`config.mk`:
```
export PLATFORM = sky130hd
export DESIGN_NAME = device_input_ctrl
export DESIGN_NICKNAME = d
export VERILOG_FILES = /design/src/rtl/dev_input_pkg.sv /design/src/rtl/debounce_bit.sv /design/src/rtl/device_input_ctrl.sv
export SDC_FILE = /design/constraint.sdc
export NUM_CORES = 1
export LEC_CHECK = 0
export BUFFER_PORTS_ARGS = -buffer_cell sky130_fd_sc_hd__buf_2
export CAP_MARGIN = 0
export CORE_MARGIN = 1
export CORE_UTILIZATION = 55
export CTS_BUF_LIST = sky130_fd_sc_hd__clkbuf_4 sky130_fd_sc_hd__clkbuf_8
export DETAILED_ROUTE_END_ITERATION = 10
export GPL_ROUTABILITY_DRIVEN = 0
export PLACE_DENSITY = 0.79
export SLEW_MARGIN = 0
export SYNTH_ARGS = -nofsm -noshare
export SYNTH_HDL_FRONTEND = slang
export SYNTH_SLANG_ARGS = --single-unit
```
`constraint.sdc`:
```
create_clock -name clk -period 2.5 [get_ports clk]
set_input_delay 0.125 -clock clk [delete_from_list [all_inputs] [get_ports clk]]
set_output_delay 0.125 -clock clk [all_outputs]
set_load 0.01 [all_outputs]
```
`src/rtl/dev_input_pkg.sv`:
```
// Shared constants for the board input peripheral: channel widths, register
// byte offsets inside the 16-byte window, and the default debounce period.
package dev_input_pkg;

  localparam int SW_W  = 24;
  localparam int BTN_W = 5;
  localparam int IN_W  = SW_W + BTN_W;

  localparam int DEFAULT_SAMPLE_PERIOD = 250000;

  localparam logic [3:0] OFF_SW   = 4'h0;
  localparam logic [3:0] OFF_BTN  = 4'h4;
  localparam logic [3:0] OFF_EVT  = 4'h8;
  localparam logic [3:0] OFF_MASK = 4'hC;

  function automatic logic [31:0] zext_btn(input logic [BTN_W-1:0] v);
    return {{(32-BTN_W){1'b0}}, v};
  endfunction

endpackage

```
`src/rtl/debounce_bit.sv`:
```
// One input bit: two-flop synchroniser, tick-sampled history, and a stable
// level that only moves once the whole history agrees.
module debounce_bit #(
  parameter int STABLE_SAMPLES = 3
) (
  input  logic clk,
  input  logic rst_n,
  input  logic tick,
  input  logic din,
  output logic dout
);

  logic [1:0]                sync_q, sync_d;
  logic [STABLE_SAMPLES-1:0] hist_q, hist_d;
  logic                      dout_q, dout_d;

  always_comb begin
    sync_d = {sync_q[0], din};
    hist_d = hist_q;
    dout_d = dout_q;
    if (tick) begin
      hist_d = {hist_q[STABLE_SAMPLES-2:0], sync_q[1]};
      // Judge on the history including the sample taken this tick.
      if (&hist_d) begin
        dout_d = 1'b1;
      end else if (~|hist_d) begin
        dout_d = 1'b0;
      end
    end
  end

  always_ff @(posedge clk or negedge rst_n) begin
    if (!rst_n) begin
      sync_q <= '0;
      hist_q <= '0;
      dout_q <= 1'b0;
    end else begin
      sync_q <= sync_d;
      hist_q <= hist_d;
      dout_q <= dout_d;
    end
  end

  assign dout = dout_q;

endmodule

```
`src/rtl/device_input_ctrl.sv`:
```
// Read-side board I/O peripheral: debounced switches and buttons, sticky
// button-press events with W1C clear, interrupt mask, and a word bus.
module device_input_ctrl
  import dev_input_pkg::*;
#(
  parameter logic [31:0] BASE_ADDR      = 32'hFFFF_F100,
  parameter int          SAMPLE_PERIOD  = DEFAULT_SAMPLE_PERIOD,
  parameter int          STABLE_SAMPLES = 3
) (
  input  logic        clk,
  input  logic        rst_n,
  input  logic [23:0] device_sw,
  input  logic [4:0]  device_button,
  input  logic [31:0] addr,
  input  logic        wen,
  input  logic [31:0] wdata,
  output logic [31:0] rdata,
  output logic        irq
);

  localparam int CNT_W = (SAMPLE_PERIOD > 1) ? $clog2(SAMPLE_PERIOD) : 1;
  localparam logic [CNT_W-1:0] CNT_LAST = CNT_W'(SAMPLE_PERIOD - 1);

  logic [CNT_W-1:0] cnt_q, cnt_d;
  logic             tick;

  logic [IN_W-1:0]  raw_in;
  logic [IN_W-1:0]  stable;
  logic [SW_W-1:0]  stable_sw;
  logic [BTN_W-1:0] stable_btn;

  logic [BTN_W-1:0] btn_prev_q, btn_prev_d;
  logic [BTN_W-1:0] evt_q, evt_d;
  logic [BTN_W-1:0] mask_q, mask_d;
  logic [BTN_W-1:0] btn_rise;
  logic [BTN_W-1:0] evt_clr;

  logic       hit;
  logic [3:0] sel_off;
  logic       wr_evt;
  logic       wr_mask;
  logic       unused_bus_bits;

  // Shared sample tick for all debouncers.
  assign tick = (cnt_q == CNT_LAST);

  always_comb begin
    cnt_d = tick ? '0 : cnt_q + CNT_W'(1);
  end

  assign raw_in = {device_button, device_sw};

  generate
    for (genvar gi = 0; gi < IN_W; gi++) begin : g_db
      debounce_bit #(
        .STABLE_SAMPLES(STABLE_SAMPLES)
      ) u_db (
        .clk  (clk),
        .rst_n(rst_n),
        .tick (tick),
        .din  (raw_in[gi]),
        .dout (stable[gi])
      );
    end
  endgenerate

  assign stable_sw  = stable[SW_W-1:0];
  assign stable_btn = stable[IN_W-1:SW_W];

  assign hit     = (addr[31:4] == BASE_ADDR[31:4]);
  assign sel_off = {addr[3:2], 2'b00};
  assign wr_evt  = wen && hit && (sel_off == OFF_EVT);
  assign wr_mask = wen && hit && (sel_off == OFF_MASK);

  assign unused_bus_bits = ^{addr[1:0], wdata[31:BTN_W]};

  always_comb begin
    btn_prev_d = stable_btn;
    btn_rise   = stable_btn & ~btn_prev_q;
    evt_clr    = wr_evt ? wdata[BTN_W-1:0] : '0;
    // A rise in the same cycle as a clear keeps the bit set.
    evt_d      = (evt_q & ~evt_clr) | btn_rise;
    mask_d     = wr_mask ? wdata[BTN_W-1:0] : mask_q;
  end

  always_ff @(posedge clk or negedge rst_n) begin
    if (!rst_n) begin
      cnt_q      <= '0;
      btn_prev_q <= '0;
      evt_q      <= '0;
      mask_q     <= '0;
    end else begin
      cnt_q      <= cnt_d;
      btn_prev_q <= btn_prev_d;
      evt_q      <= evt_d;
      mask_q     <= mask_d;
    end
  end

  always_comb begin
    rdata = '0;
    if (hit) begin
      case (sel_off)
        OFF_SW:   rdata = {8'h00, stable_sw};
        OFF_BTN:  rdata = zext_btn(stable_btn);
        OFF_EVT:  rdata = zext_btn(evt_q);
        OFF_MASK: rdata = zext_btn(mask_q);
        default:  rdata = '0;
      endcase
    end
  end

  assign irq = |(evt_q & mask_q);

endmodule
```
==> results_tabular.tex <==
\begin{tabular}{lr}
\hline
Metric & Value \\
\hline
\multicolumn{2}{l}{\textbf{Outcome}} \\
Run status & complete, no violations \\
\multicolumn{2}{l}{\textbf{Floorplanning}} \\
Std-Cell Core Area & about 13000 um2 \\
Area of the die & around 13000 um2 \\
Top-Level Pins & 129 \\
Effective utilization at floorplan & 0.5654 \\
Die span in y & 115.9 um \\
Chip Width & 115.9 um \\
Standard-cell row count & 41 \\
\multicolumn{2}{l}{\textbf{Pwr}} \\
Highest ir drop seen on vdd & between 0.5 and 0.6 mV \\
Power density of the placed cells & about 600 nW/um2 \\
Leakage power total & 4.337 nW \\
\multicolumn{2}{l}{\textbf{CTS}} \\
CTS buffer count & 17 \\
Clock transition time at the flip-flop clock pins of the worst setup and hold paths & 0.09 ns \\
Clk Latency, worst-skew pair & about 0.47 ns \\
Root buffer cell & sky130\_fd\_sc\_hd\_\_clkbuf\_8 \\
Post-CTS Repair Setup Buffers & 0 \\
Number of sinks driven by the clock tree & $\sim$180 \\
Worst-case clock buffer depth & 2 \\
CTS H-tree lvls & 4 \\
TritonCTS clock tree & yes \\
Number of resized instances in the post-cts repair step & 0 \\
Hold\_buf cts & 35 \\
\multicolumn{2}{l}{\textbf{Logic synthesis}} \\
Simple-gate share of the synthesized area & 0.1248 \\
EDFF count, synth & 0 \\
Register area share after synthesis & 0.6242 \\
Arithmetic-cell share of the synthesized area counting full adders, half adders and majority gates & 0.001753 \\
Post-synth design cell area & a little over 7000 um2 \\
XOR/XNOR Fraction of Synth Area & 0.01718 \\
Proportion of synthesized area in mux cells & 0.1573 \\
Main combinational cell family by area after synthesis & multiplexers \\
Post-synthesis area per instance & 13.12 um2 \\
Mapped Cells & 544 \\
Count of warnings emitted by yosys & 0 \\
Fraction of the mapped netlist area in compound gates & 0.04734 \\
Register bit total from synthesis & roughly 180 \\
Count of cell types in the netlist & 36 \\
Predominant post-synthesis flop cell & sky130\_fd\_sc\_hd\_\_dfrtp\_1 \\
Async SR Flop Fraction & 1.000 \\
\multicolumn{2}{l}{\textbf{STA}} \\
Max-slew violation total from the final report & 0 \\
\# setup viols final & 0 \\
Slew at the pin closest to its max-slew limit & 0.6740 ns \\
Setup slack of the critical path after layout & 0.4853 ns \\
Worst slew margin & 0.5443 \\
Fin Clk Skew & 0.01381 ns \\
Final hold violation count & 0 \\
Minimum clock period & 2.015 ns \\
Unrepaired setup endpoints after global routing & false \\
Final-layout setup total negative slack & 0 ns \\
Ratio of final minimum period to clock period & 0.8059 \\
Max Clk Rate & approximately 500 MHz \\
\multicolumn{2}{l}{\textbf{Setup path}} \\
Sort of element at the end of the critical path & flop \\
Largest stage delay on the critical path & 0.42 ns \\
Worst Path Required & 2.84 ns \\
Buffers \& Inverters on Critical Path & 1 \\
Startpoint class of the critical path & flop \\
Kind of critical path & reg -> reg \\
Endpoint arrival time on the critical path & roughly 2.4 ns \\
CP delay by family, top & simple AND/OR/NAND/NOR gates \\
Crit Path Max Fanout & 27 \\
Worst reg2reg setup slack & 0.49 ns \\
Cell type of the slowest stage on the worst timing path & sky130\_fd\_sc\_hd\_\_dfrtp\_1 \\
Crit-path cells & nor4b\_1 > nand4\_1 > nor2\_4 > buf\_4 > mux2\_2 \\
\multicolumn{2}{l}{\textbf{Drt}} \\
Number of design-rule violations left by the first detailed-router iteration & around 250 \\
Via count & approximately 4800 \\
Post-route antenna net violation count & 0 \\
TritonRoute pass-1 iters & 5 \\
Final WL & 13690 um \\
Average detailed-routed wire length per instance & 15.92 um \\
Per-cell via count in the routed design & 5.560 \\
DRC violation count after routing & 0 \\
\multicolumn{2}{l}{\textbf{Layout}} \\
Final core occ & 0.6768 \\
Ant diodes & 0 \\
Register area & 4454 um2 \\
Share of post-route cells with drive strength above 1 & 0.2776 \\
Filler Cell Count & $\sim$900 \\
Final net count & between 700 and 800 \\
Growth of design area from synthesis to finish & 19.69\% \\
Area of the multi-input gates & roughly 2500 um2 \\
\multicolumn{2}{l}{\textbf{Global route}} \\
Total congestion overflow & 0 \\
Routing usage on met2 & 0.3619 \\
Vias in the first global route & 4723 \\
Number of antenna violations at the first check in global routing & 0 \\
Busiest layer in global routing & met2 \\
Combined global-route utilization of all metal layers & 0.2195 \\
Pin count of the biggest net entering global routing & 75 \\
GR met1 Demand/Resource & 0.2751 \\
Global-route wire length before repair & 22250 um \\
Grt met3 use & 0.06015 \\
\multicolumn{2}{l}{\textbf{Worst hold path}} \\
Tightest Hold Check Type & in -> async \\
\multicolumn{2}{l}{\textbf{Placed design}} \\
Detailed-placement wirelength estimate & around 8500 um \\
Pre-CTS setup slack & roughly 0.52 ns \\
Port-buffer cells & 91 \\
\multicolumn{2}{l}{\textbf{Job}} \\
Max-cap violations & 0 \\
\hline
\end{tabular}
cells in the final DEF, fill, tap and decap left out, drive strengths merged, types with 2 or more instances in the layout:
| cell type | n |
|---|---|
| dlygate4sd3 | 35 |
| mux2i | 30 |
| mux2 | 63 |
| clkinv | 4 |
| mux4 | 5 |
| nor4 | 5 |
| and3 | 2 |
| and2 | 19 |
| nor3 | 2 |
| nand3 | 36 |
| and4 | 4 |
| nor2b | 12 |
| inv | 12 |
| nand2 | 36 |
| nand4 | 13 |
| xnor2 | 8 |
| clkbuf | 20 |
| nor4b | 2 |
| dfrtp | 178 |
| xor2 | 6 |
| bufinv | 2 |
| nand4b | 2 |
| buf | 99 |
| a221o | 5 |
| o41ai | 29 |
| nor2 | 43 |
| conb | 8 |
through the flow:
step / std cells / cell area, um2 / power (mW) / hold WS, ns
final: 860 / 8541 / 5.141 / 0.2242
after detailed placement: 793 / 7776 / 3.141 / 0.1251
after global placement: 793 / 7776 / 3.133 / 0.1114
after floorplan: 551 / 7162 / 3.026 / -0.1706
after CTS: 860 / 8541 / 5.191 / 0.1837
after global routing: 860 / 8541 / 5.330 / 0.2389
registers in the layout, summed over array words and instances, names as in the netlist:
name              flops
btn_prev_q            5
cnt_q                18
evt_q                 5
g_db.u_db.dout       29
g_db.u_db.hist_q     58
g_db.u_db.sync_q     58
mask_q                5
synth_stat cells (2+ instances only):
master | instances | area (um2)
sky130_fd_sc_hd__dfrtp_1 | 178 | 4454
sky130_fd_sc_hd__mux2_2 | 53 | 596.8
sky130_fd_sc_hd__nor2_1 | 42 | 157.7
sky130_fd_sc_hd__nand2_1 | 36 | 135.1
sky130_fd_sc_hd__nand3_1 | 36 | 180.2
sky130_fd_sc_hd__mux2i_1 | 30 | 300.3
sky130_fd_sc_hd__o41ai_1 | 29 | 254.0
sky130_fd_sc_hd__and2_1 | 19 | 118.9
sky130_fd_sc_hd__nand4_1 | 13 | 81.33
sky130_fd_sc_hd__nor2b_1 | 12 | 75.07
sky130_fd_sc_hd__buf_4 | 10 | 75.07
sky130_fd_sc_hd__mux2_1 | 10 | 112.6
sky130_fd_sc_hd__buf_2 | 9 | 45.04
sky130_fd_sc_hd__clkbuf_1 | 9 | 33.78
sky130_fd_sc_hd__xnor2_1 | 8 | 70.07
sky130_fd_sc_hd__inv_1 | 7 | 26.28
sky130_fd_sc_hd__xor2_1 | 6 | 52.55
sky130_fd_sc_hd__a221o_1 | 5 | 50.05
sky130_fd_sc_hd__mux4_2 | 5 | 112.6
sky130_fd_sc_hd__and4_1 | 4 | 35.03
sky130_fd_sc_hd__nor4_1 | 4 | 25.02
sky130_fd_sc_hd__and3_1 | 2 | 12.51
sky130_fd_sc_hd__nand4b_1 | 2 | 17.52
sky130_fd_sc_hd__nor3_1 | 2 | 10.01
sky130_fd_sc_hd__nor4b_1 | 2 | 17.52
path summary, 6_finish.rpt:
| kind | startpoint | endpoint | cells after the start |
|---|---|---|---|
| worst max-delay path | cnt_q[4] | g_db[18].u_db.hist_q[0] | 5 |
| min in group clk | wen | evt_q[4] | 5 |
| worst min register to register | g_db[2].u_db.sync_q[0] | g_db[2].u_db.sync_q[1] | 0 |
| worst min-delay path | rst_n | evt_q[0] | 2 |
| worst max register to register | cnt_q[4] | g_db[18].u_db.hist_q[0] | 5 |
| max in group asynchronous | rst_n | g_db[18].u_db.hist_q[1] | 3 |
worst reg2reg max path, delay by kind of cell (launching register included):
family / cells / cell delay, ns
AND/OR/NAND/NOR: 3 / 0.74
flip-flops: 1 / 0.42
multiplexers: 1 / 0.39
buffers and inverters: 1 / 0.35
cell families after synthesis:
kind of cell,count (synthesis)
AO/OA/AOI/OAI,39
adder cells (fa/ha/maj),1
buffers and inverters,36
XOR/XNOR,14
flip-flops,178
AND/OR/NAND/NOR,177
other,1
multiplexers,98
per-layer routing:
metal,wire length (um),vias up
met1,5897,2456
met2,7083,101
met3,480,19
met4,231,0
li1,-,2206
met5,0,-
layout make-up:
| class | instances | area share |
|---|---|---|
| flip-flops and latches | 178 | 0.5215 |
| multi-input cells | 337 | 0.2952 |
| repair buffers | 134 | 0.1065 |
| clock buffers | 20 | 0.03150 |
| well taps | 172 | 0.02520 |
| clock inverters | 12 | 0.01699 |
| inverters | 7 | 0.003076 |
power breakdown:
part           switching [mW]  internal [mW]
Sequential             0.0250           2.92
Combinational          0.0910         0.0836
Clock                    1.04          0.974
Total                    1.16           3.98
No activity file was read; power rests on OpenSTA's default activity.
